===== config.mk =====
export PLATFORM = sky130hd
export DESIGN_NAME = ppm_frame_ctrl
export DESIGN_NICKNAME = d
export VERILOG_FILES = /design/src/rtl/ppm_frame_ctrl.sv
export SDC_FILE = /design/constraint.sdc
export NUM_CORES = 1
export LEC_CHECK = 0
export CORE_ASPECT_RATIO = 0.6
export CORE_MARGIN = 2
export CORE_UTILIZATION = 50
export CTS_CLUSTER_DIAMETER = 100
export CTS_CLUSTER_SIZE = 30
export DETAILED_ROUTE_END_ITERATION = 8
export PLACE_DENSITY = 0.73
export SLEW_MARGIN = 30
export SYNTH_ARGS = -nofsm -noshare
export SYNTH_HDL_FRONTEND = slang
export SYNTH_SLANG_ARGS = --single-unit

===== constraint.sdc =====
create_clock -name clk -period 4.9 [get_ports clk]
set_input_delay 0.49 -clock clk [delete_from_list [all_inputs] [get_ports clk]]
set_output_delay 0.49 -clock clk [all_outputs]
set_load 0.02 [all_outputs]

===== src/rtl/ppm_frame_ctrl.sv =====
// ppm_frame_ctrl: PPM transmitter frame sequencer.
// Runs SOF request/wait, 4-PPM encodes the payload bytes, then sends EOF and an idle gap.
// Optional parity byte between payload and EOF when PPM_PARITY_EN is defined.
module ppm_frame_ctrl #(
  parameter int unsigned SLOT_CYC  = 16,
  parameter int unsigned EOF_SLOTS = 2,
  parameter int unsigned GAP_SLOTS = 4
) (
  input  logic       clk,
  input  logic       rst_n,
  input  logic       frame_start,
  input  logic [7:0] frame_len,
  input  logic [7:0] data_in,
  input  logic       data_valid,
  output logic       data_ready,
  output logic       control_sof,
  input  logic       sof_in,
  input  logic       sof_done,
  output logic       tx_line,
  output logic       busy,
  output logic       err_underrun
);

  localparam int unsigned CYC_W   = $clog2(SLOT_CYC);
  localparam int unsigned EOF_CYC = EOF_SLOTS * SLOT_CYC;
  localparam int unsigned GAP_CYC = GAP_SLOTS * SLOT_CYC;
  localparam int unsigned TMR_MAX = (EOF_CYC > GAP_CYC) ? EOF_CYC : GAP_CYC;
  localparam int unsigned TMR_W   = $clog2(TMR_MAX);

  localparam logic [CYC_W-1:0] CYC_LAST = CYC_W'(SLOT_CYC - 1);
  localparam logic [TMR_W-1:0] EOF_LAST = TMR_W'(EOF_CYC - 1);
  localparam logic [TMR_W-1:0] GAP_LAST = TMR_W'(GAP_CYC - 1);

  typedef enum logic [2:0] {
    S_IDLE     = 3'd0,
    S_SOF_REQ  = 3'd1,
    S_SOF_WAIT = 3'd2,
    S_DATA     = 3'd3,
    S_PAR      = 3'd4,
    S_EOF      = 3'd5,
    S_GAP      = 3'd6
  } state_e;

  state_e           state_q, state_d;
  logic [7:0]       bytes_q, bytes_d;
  logic [7:0]       shift_q, shift_d;
  logic [CYC_W-1:0] cyc_q, cyc_d;
  logic [1:0]       slot_q, slot_d;
  logic [1:0]       sym_q, sym_d;
  logic [TMR_W-1:0] tmr_q, tmr_d;
  logic             tx_q, tx_d;
  logic             data_ready_q, data_ready_d;
  logic             control_sof_q, control_sof_d;
  logic             busy_q, busy_d;
  logic             err_underrun_q, err_underrun_d;
`ifdef PPM_PARITY_EN
  logic [7:0]       par_q, par_d;
  logic             to_eof;
`endif

  logic [CYC_W-1:0] step_cyc;
  logic [1:0]       step_slot;
  logic [1:0]       step_sym;
  logic [7:0]       step_shift;
  logic             step_tx;
  logic             byte_end;
  logic             to_tail;

  // Symbol engine: next slot position and line level while a byte is on the wire
  always_comb begin
    step_cyc   = cyc_q + CYC_W'(1);
    step_slot  = slot_q;
    step_sym   = sym_q;
    step_shift = shift_q;
    step_tx    = tx_q;
    byte_end   = 1'b0;
    if (cyc_q == CYC_LAST) begin
      step_cyc = '0;
      if (slot_q != 2'd3) begin
        step_slot = slot_q + 2'd1;
        step_tx   = ((slot_q + 2'd1) != shift_q[7:6]);
      end else begin
        step_slot = 2'd0;
        if (sym_q != 2'd3) begin
          step_sym   = sym_q + 2'd1;
          step_shift = {shift_q[5:0], 2'b00};
          step_tx    = (shift_q[5:4] != 2'd0);
        end else begin
          byte_end = 1'b1;
        end
      end
    end
  end

  // Frame FSM: next state, counters and registered outputs
  always_comb begin
    state_d        = state_q;
    bytes_d        = bytes_q;
    shift_d        = shift_q;
    cyc_d          = cyc_q;
    slot_d         = slot_q;
    sym_d          = sym_q;
    tmr_d          = tmr_q;
    tx_d           = tx_q;
    data_ready_d   = 1'b0;
    control_sof_d  = 1'b0;
    err_underrun_d = 1'b0;
    to_tail        = 1'b0;
`ifdef PPM_PARITY_EN
    par_d          = par_q;
    to_eof         = 1'b0;
`endif

    case (state_q)
      S_IDLE: begin
        tx_d = 1'b1;
        if (frame_start) begin
          bytes_d       = frame_len;
          control_sof_d = 1'b1;
          state_d       = S_SOF_REQ;
        end
      end
      S_SOF_REQ: begin
        tx_d    = 1'b1;
`ifdef PPM_PARITY_EN
        par_d   = 8'h00;
`endif
        state_d = S_SOF_WAIT;
      end
      S_SOF_WAIT: begin
        tx_d = 1'b1;
        if (sof_done) begin
          if (bytes_q != 8'd0) begin
            state_d      = S_DATA;
            data_ready_d = 1'b1;
          end else begin
            to_tail = 1'b1;
          end
        end
      end
      S_DATA: begin
        if (data_ready_q) begin
          if (data_valid) begin
            shift_d = data_in;
            bytes_d = bytes_q - 8'd1;
            cyc_d   = '0;
            slot_d  = 2'd0;
            sym_d   = 2'd0;
            tx_d    = (data_in[7:6] != 2'd0);
`ifdef PPM_PARITY_EN
            par_d   = par_q ^ data_in;
`endif
          end else begin
            err_underrun_d = 1'b1;
            to_tail        = 1'b1;
          end
        end else begin
          cyc_d   = step_cyc;
          slot_d  = step_slot;
          sym_d   = step_sym;
          shift_d = step_shift;
          tx_d    = step_tx;
          if (byte_end) begin
            if (bytes_q == 8'd0) begin
              to_tail = 1'b1;
            end else begin
              data_ready_d = 1'b1;
              tx_d         = 1'b1;
            end
          end
        end
      end
`ifdef PPM_PARITY_EN
      S_PAR: begin
        cyc_d   = step_cyc;
        slot_d  = step_slot;
        sym_d   = step_sym;
        shift_d = step_shift;
        tx_d    = step_tx;
        if (byte_end) begin
          to_eof = 1'b1;
        end
      end
`endif
      S_EOF: begin
        if (tmr_q == EOF_LAST) begin
          tmr_d   = '0;
          tx_d    = 1'b1;
          state_d = S_GAP;
        end else begin
          tmr_d = tmr_q + TMR_W'(1);
          tx_d  = 1'b0;
        end
      end
      S_GAP: begin
        tx_d = 1'b1;
        if (tmr_q == GAP_LAST) begin
          tmr_d   = '0;
          state_d = S_IDLE;
        end else begin
          tmr_d = tmr_q + TMR_W'(1);
        end
      end
      default: begin
        tx_d    = 1'b1;
        state_d = S_IDLE;
      end
    endcase

    // Payload finished (or never started): parity byte if enabled, else EOF
`ifdef PPM_PARITY_EN
    if (to_tail) begin
      state_d = S_PAR;
      shift_d = par_q;
      cyc_d   = '0;
      slot_d  = 2'd0;
      sym_d   = 2'd0;
      tx_d    = (par_q[7:6] != 2'd0);
    end
    if (to_eof) begin
      state_d = S_EOF;
      tmr_d   = '0;
      tx_d    = 1'b0;
    end
`else
    if (to_tail) begin
      state_d = S_EOF;
      tmr_d   = '0;
      tx_d    = 1'b0;
    end
`endif

    busy_d = (state_d != S_IDLE);
  end

  // State and datapath registers with synchronous active-low reset
  always_ff @(posedge clk) begin
    if (!rst_n) begin
      state_q        <= S_IDLE;
      bytes_q        <= 8'd0;
      shift_q        <= 8'd0;
      cyc_q          <= '0;
      slot_q         <= 2'd0;
      sym_q          <= 2'd0;
      tmr_q          <= '0;
      tx_q           <= 1'b1;
      data_ready_q   <= 1'b0;
      control_sof_q  <= 1'b0;
      busy_q         <= 1'b0;
      err_underrun_q <= 1'b0;
`ifdef PPM_PARITY_EN
      par_q          <= 8'h00;
`endif
    end else begin
      state_q        <= state_d;
      bytes_q        <= bytes_d;
      shift_q        <= shift_d;
      cyc_q          <= cyc_d;
      slot_q         <= slot_d;
      sym_q          <= sym_d;
      tmr_q          <= tmr_d;
      tx_q           <= tx_d;
      data_ready_q   <= data_ready_d;
      control_sof_q  <= control_sof_d;
      busy_q         <= busy_d;
      err_underrun_q <= err_underrun_d;
`ifdef PPM_PARITY_EN
      par_q          <= par_d;
`endif
    end
  end

  // SOF generator owns the line only while we wait for it
  assign tx_line      = (state_q == S_SOF_WAIT) ? sof_in : tx_q;
  assign data_ready   = data_ready_q;
  assign control_sof  = control_sof_q;
  assign busy         = busy_q;
  assign err_underrun = err_underrun_q;

endmodule

==> impl_metrics.prom <==
# TYPE chip_impl_metric gauge
chip_impl_info{name="r2r-start",value="state_q[1]$_SDFF_PN0_"} 1
chip_impl_metric{name="design.die.area",unit="sq um"} 4790
chip_impl_metric{name="clock_path_buffers",unit=""} 2
chip_impl_metric{name="fin_crit",unit="ns"} 2.561
chip_impl_metric{name="detail-route-antenna-nets",unit=""} 0
chip_impl_metric{name="drc_errors",unit=""} 0
chip_impl_metric{name="dieHeight",unit="microns"} 54.42
chip_impl_metric{name="maxSlewViolCount",unit=""} 0
chip_impl_metric{name="gr-usage-all-layers",unit="%"} 21.93
chip_impl_metric{name="avgSynthCellArea",unit="sq um"} 8.147
chip_impl_info{name="worstSetupPathType",value="reg2out"} 1
chip_impl_metric{name="numCtsBuffers",unit=""} 5
chip_impl_metric{name="synth_top_area_share",unit="%"} 35.91
chip_impl_metric{name="via_per_inst",unit=""} 5.713
chip_impl_metric{name="setup_violations",unit=""} 0
chip_impl_metric{name="peakVddDrop",unit="mV"} 0.1641
chip_impl_metric{name="placed_cells",unit=""} 330
chip_impl_metric{name="max_stage_delay",unit="ns"} 0.69
chip_impl_metric{name="antenna_violations_before_repair",unit=""} 0
chip_impl_metric{name="synth_fp_nets",unit=""} 288
chip_impl_metric{name="io_buffer_count",unit=""} 26
chip_impl_metric{name="yosys.cell_types.count",unit=""} 50
chip_impl_metric{name="n_antenna_cell",unit=""} 0
chip_impl_metric{name="timing.final.crit_share",unit="%"} 52.27
chip_impl_info{name="most-common-layout-cells",value="sky130_fd_sc_hd__dfxtp_1, sky130_fd_sc_hd__clkdlybuf4s50_1, sky130_fd_sc_hd__a21oi_1"} 1
chip_impl_metric{name="cts_setup_buffers",unit=""} 0
chip_impl_metric{name="htreeDepth",unit=""} 2
chip_impl_metric{name="clkSlewWorstSetupHoldPaths",unit="ns"} 0.08
chip_impl_metric{name="worst_ep_arrival_time",unit="ns"} 2.07
chip_impl_metric{name="worstRegToRegCells",unit=""} 4
chip_impl_metric{name="pin_count_of_the_biggest_net_entering_global_routing",unit=""} 30
chip_impl_metric{name="max_freq",unit="GHz"} 0.3904
chip_impl_metric{name="max_slew_margin",unit="%"} 37.81
chip_impl_info{name="layout_commonest_cell",value="sky130_fd_sc_hd__dfxtp_1"} 1
chip_impl_metric{name="ys_ff_latch",unit=""} 38
chip_impl_metric{name="global_route.usage.met3",unit="%"} 4.977
chip_impl_metric{name="top_level_ports",unit=""} 27
chip_impl_metric{name="final_layout_setup_total_negative_slack",unit="ns"} 0
chip_impl_metric{name="gp_congestion",unit=""} 0.7985
chip_impl_info{name="cpMaxStageDelayCell",value="sky130_fd_sc_hd__dfxtp_1"} 1
chip_impl_info{name="timing.critical_path.max_delay_family",value="flip-flops"} 1
chip_impl_metric{name="fraction_of_the_mapped_netlist_area_in_compound_gates",unit="%"} 19.79
chip_impl_metric{name="utilization",unit="%"} 60.68
chip_impl_metric{name="power_switching",unit="uW"} 206.6
chip_impl_info{name="worstSetupEndpointType",value="output pin"} 1
chip_impl_metric{name="nNetsFinal",unit=""} 305
chip_impl_metric{name="drt-total-wl",unit="mm"} 4.862
chip_impl_info{name="hold_path_startpoint",value="bytes_q[6]$_SDFFE_PN0P_"} 1
chip_impl_metric{name="hpwl_after_detailed_placement",unit="mm"} 3.465
chip_impl_metric{name="part_of_the_total_power_dissipated_in_the_clock_network",unit="%"} 31.9
chip_impl_info{name="grt.busiest_layer",value="met1"} 1
chip_impl_metric{name="synth_area",unit="sq um"} 2118
chip_impl_metric{name="syn_to_final_growth",unit="%"} 17.42
chip_impl_info{name="synth_top_family_by_area",value="simple AND/OR/NAND/NOR gates"} 1
chip_impl_metric{name="part_of_the_power_in_combinational_logic",unit="%"} 19.5
chip_impl_metric{name="synth.yosys.seq_area_share",unit="%"} 35.91
chip_impl_metric{name="syn_inst",unit=""} 260
chip_impl_metric{name="drt_pass1_iterations",unit=""} 4
chip_impl_metric{name="post_layout_instance_count_excluding_filler_cells",unit=""} 338
chip_impl_metric{name="detail_route.wl_per_cell",unit="microns"} 14.38
chip_impl_metric{name="detailroute.via_count",unit=""} 1931
chip_impl_metric{name="power_density",unit="nW/um^2"} 285.6
chip_impl_metric{name="die_x",unit="microns"} 88.03
chip_impl_metric{name="effective_utilization_at_floorplan",unit="%"} 51.68
chip_impl_metric{name="worst_pin_slew",unit="ns"} 0.9318
chip_impl_metric{name="path_buf_inv",unit=""} 1
chip_impl_info{name="cts.root.buffer_cell",value="sky130_fd_sc_hd__clkbuf_8"} 1
chip_impl_metric{name="use_met2",unit="%"} 31.69
chip_impl_metric{name="globalRouteMet1Util",unit="%"} 32.30
chip_impl_metric{name="synth_enable_flop_cells",unit=""} 0
chip_impl_metric{name="fin_skew",unit="ns"} 0.003611
chip_impl_info{name="synth.top_cells.by_area",value="sky130_fd_sc_hd__dfxtp_1, sky130_fd_sc_hd__a21oi_1, sky130_fd_sc_hd__nand2_1"} 1
chip_impl_metric{name="worst_path_required",unit="ns"} 4.41
chip_impl_metric{name="power_switching_share",unit="%"} 29.09
chip_impl_metric{name="wire_length_of_the_first_global_routing_pass",unit="mm"} 7.914
chip_impl_metric{name="gr-total-overflow",unit=""} 0
chip_impl_metric{name="placement_rows",unit=""} 18
chip_impl_metric{name="fin_area",unit="sq um"} 2487
chip_impl_metric{name="cell_internal_pwr",unit="uW"} 503.7
chip_impl_info{name="cts_tree",value="yes"} 1
chip_impl_metric{name="clock-sinks",unit=""} 38
chip_impl_metric{name="p_seq_share",unit="%"} 48.6
chip_impl_info{name="critPathLaunchType",value="register"} 1
chip_impl_metric{name="initialDrtViolationCount",unit=""} 132
chip_impl_info{name="run_status",value="complete, no violations"} 1
chip_impl_info{name="synth.largest_area_cell",value="sky130_fd_sc_hd__dfxtp_1"} 1
chip_impl_metric{name="power_leakage",unit="uW"} 0.0008938
chip_impl_info{name="worst_hold_path_type",value="reg2reg"} 1
chip_impl_metric{name="timing.critical_path.depth",unit=""} 4
chip_impl_metric{name="synth_simple_gate_area_share",unit="%"} 28.41
chip_impl_metric{name="design.core.area",unit="sq um"} 4099
chip_impl_metric{name="finalHoldViolCount",unit=""} 0
chip_impl_metric{name="post_route_cells_drive_above_1_share",unit="%"} 4.676
chip_impl_info{name="crit_start",value="state_q[2]$_SDFF_PN0_"} 1
chip_impl_info{name="path_cells",value="nor2_1 > nand2_1 > mux2_2 > clkdlybuf4s50_1"} 1
chip_impl_metric{name="via_count_of_the_first_global_routing_pass",unit=""} 1666
chip_impl_metric{name="yosys.area_share.adder",unit="%"} 3.544
chip_impl_metric{name="clock_latency",unit="ns"} 0.29
chip_impl_metric{name="cap_viol_max_count",unit=""} 0
chip_impl_metric{name="yosys-mux-area-fraction",unit="%"} 4.371
chip_impl_metric{name="hold_depth",unit=""} 2
chip_impl_info{name="ys.flop_type",value="sky130_fd_sc_hd__dfxtp_1"} 1
chip_impl_metric{name="synth_xor_area_share",unit="%"} 3.721
chip_impl_metric{name="path_max_fanout",unit=""} 19
chip_impl_info{name="rsz0062_at_grt",value="no"} 1
chip_impl_metric{name="ys_warn_count",unit=""} 0
chip_impl_metric{name="post_cts.resized_instances",unit=""} 0
chip_impl_metric{name="total_cell_area_at_the_placement_stage",unit="sq um"} 2396
chip_impl_metric{name="post_cts_hold_buffer_count",unit=""} 0
chip_impl_metric{name="async_flop_share",unit="%"} 0
[area by class of cell]
cell class | count | area (sq um)
Multi-Input combinational cell | 199 | 1274
Clock inverter | 1 | 5.005
Tap cell | 60 | 75.07
Sequential cell | 38 | 760.7
Timing Repair Buffer | 26 | 260.3
Inverter | 7 | 26.28
Fill cell | 378 | 1612
Clock buffer | 7 | 86.33
[through the flow]
| stage | total power, uW | setup slack, ns | hold WS, ns |
|---|---|---|---|
| after CTS | 712.5 | 2.331 | 0.4654 |
| after global routing | 745.2 | 2.237 | 0.4975 |
| after global placement | 484.8 | 2.485 | 0.4584 |
| after floorplan | 443.6 | 2.998 | 0.4399 |
| after detailed placement | 489.1 | 2.537 | 0.4550 |
| final | 710.3 | 2.339 | 0.4651 |
[cell families (layout without fill, tap and decap cells)]
group	count (synthesis)	count (layout)
fa+ha+maj	6	6
mux	9	9
simple gates	111	111
compound gates	64	64
buf+inv	23	41
flops	38	38
xor+xnor	9	9
[cells in the mapped netlist (2+ instances only)]
cell                        number
sky130_fd_sc_hd__buf_1           5
sky130_fd_sc_hd__a2bb2oi_1       2
sky130_fd_sc_hd__nor2_1         19
sky130_fd_sc_hd__xor2_1          8
sky130_fd_sc_hd__a211oi_1        6
sky130_fd_sc_hd__nor3b_1         4
sky130_fd_sc_hd__and2_1          4
sky130_fd_sc_hd__a21oi_1        24
sky130_fd_sc_hd__a21o_1          4
sky130_fd_sc_hd__or3_1           5
sky130_fd_sc_hd__dfxtp_1        38
sky130_fd_sc_hd__o22ai_1         2
sky130_fd_sc_hd__nor2b_1         6
sky130_fd_sc_hd__clkbuf_1        8
sky130_fd_sc_hd__o21a_1          2
sky130_fd_sc_hd__inv_1           7
sky130_fd_sc_hd__and3b_1         2
sky130_fd_sc_hd__nor4_1          2
sky130_fd_sc_hd__nand3b_1        2
sky130_fd_sc_hd__mux2_2          2
sky130_fd_sc_hd__nand2b_1        4
sky130_fd_sc_hd__o211ai_1        5
sky130_fd_sc_hd__ha_1            6
sky130_fd_sc_hd__nand4_1         6
sky130_fd_sc_hd__o21ai_0         7
sky130_fd_sc_hd__o32ai_1         2
sky130_fd_sc_hd__nor3_1          9
sky130_fd_sc_hd__or4_1           5
sky130_fd_sc_hd__mux2i_1         7
sky130_fd_sc_hd__and3_1          4
sky130_fd_sc_hd__nand3_1        11
sky130_fd_sc_hd__nand2_1        22
sky130_fd_sc_hd__buf_2           3
[state kept, by name, indices dropped and copies added, names as in the netlist]
signal / count
data_ready: 1
tmr_q: 6
cyc_q: 4
sym_q: 2
shift_q: 8
tx_q: 1
bytes_q: 8
control_sof: 1
err_underrun: 1
state_q: 3
busy: 1
slot_q: 2
[path summary, 6_finish.rpt]
| path | end | slack (ns) |
|---|---|---|
| worst max-delay path | tx_line | 2.34 |
| worst min-delay path | bytes_q[6]$_SDFFE_PN0P_ | 0.47 |
| worst max register to register | sym_q[0]$_SDFFE_PN0P_ | 2.50 |
| worst min register to register | bytes_q[6]$_SDFFE_PN0P_ | 0.47 |
[power groups by stage]
| stage | combinational (uW) | clock, uW | sequential, uW |
|---|---|---|---|
| after floorplan | 99.1 | 0 | 344 |
| after global placement | 134 | 0 | 351 |
| after detailed placement | 137 | 0 | 352 |
| after CTS | 138 | 230 | 345 |
| after global routing | 153 | 243 | 349 |
| final | 138 | 227 | 345 |
[worst register-to-register path, cell delays in order (launching register included)]
cell	delay (ns)
sky130_fd_sc_hd__dfxtp_1	0.62
sky130_fd_sc_hd__nand3b_1	0.45
sky130_fd_sc_hd__or4_1	0.76
sky130_fd_sc_hd__or3_1	0.35
sky130_fd_sc_hd__a21oi_1	0.14
[layer usage]
layer | up-vias | wire length (microns)
met3 | 4 | 240
met4 | 0 | 48
met1 | 899 | 2607
li1 | 980 | -
met5 | - | 0
met2 | 48 | 1966
Note: power is estimated with default switching activity, not from simulation.
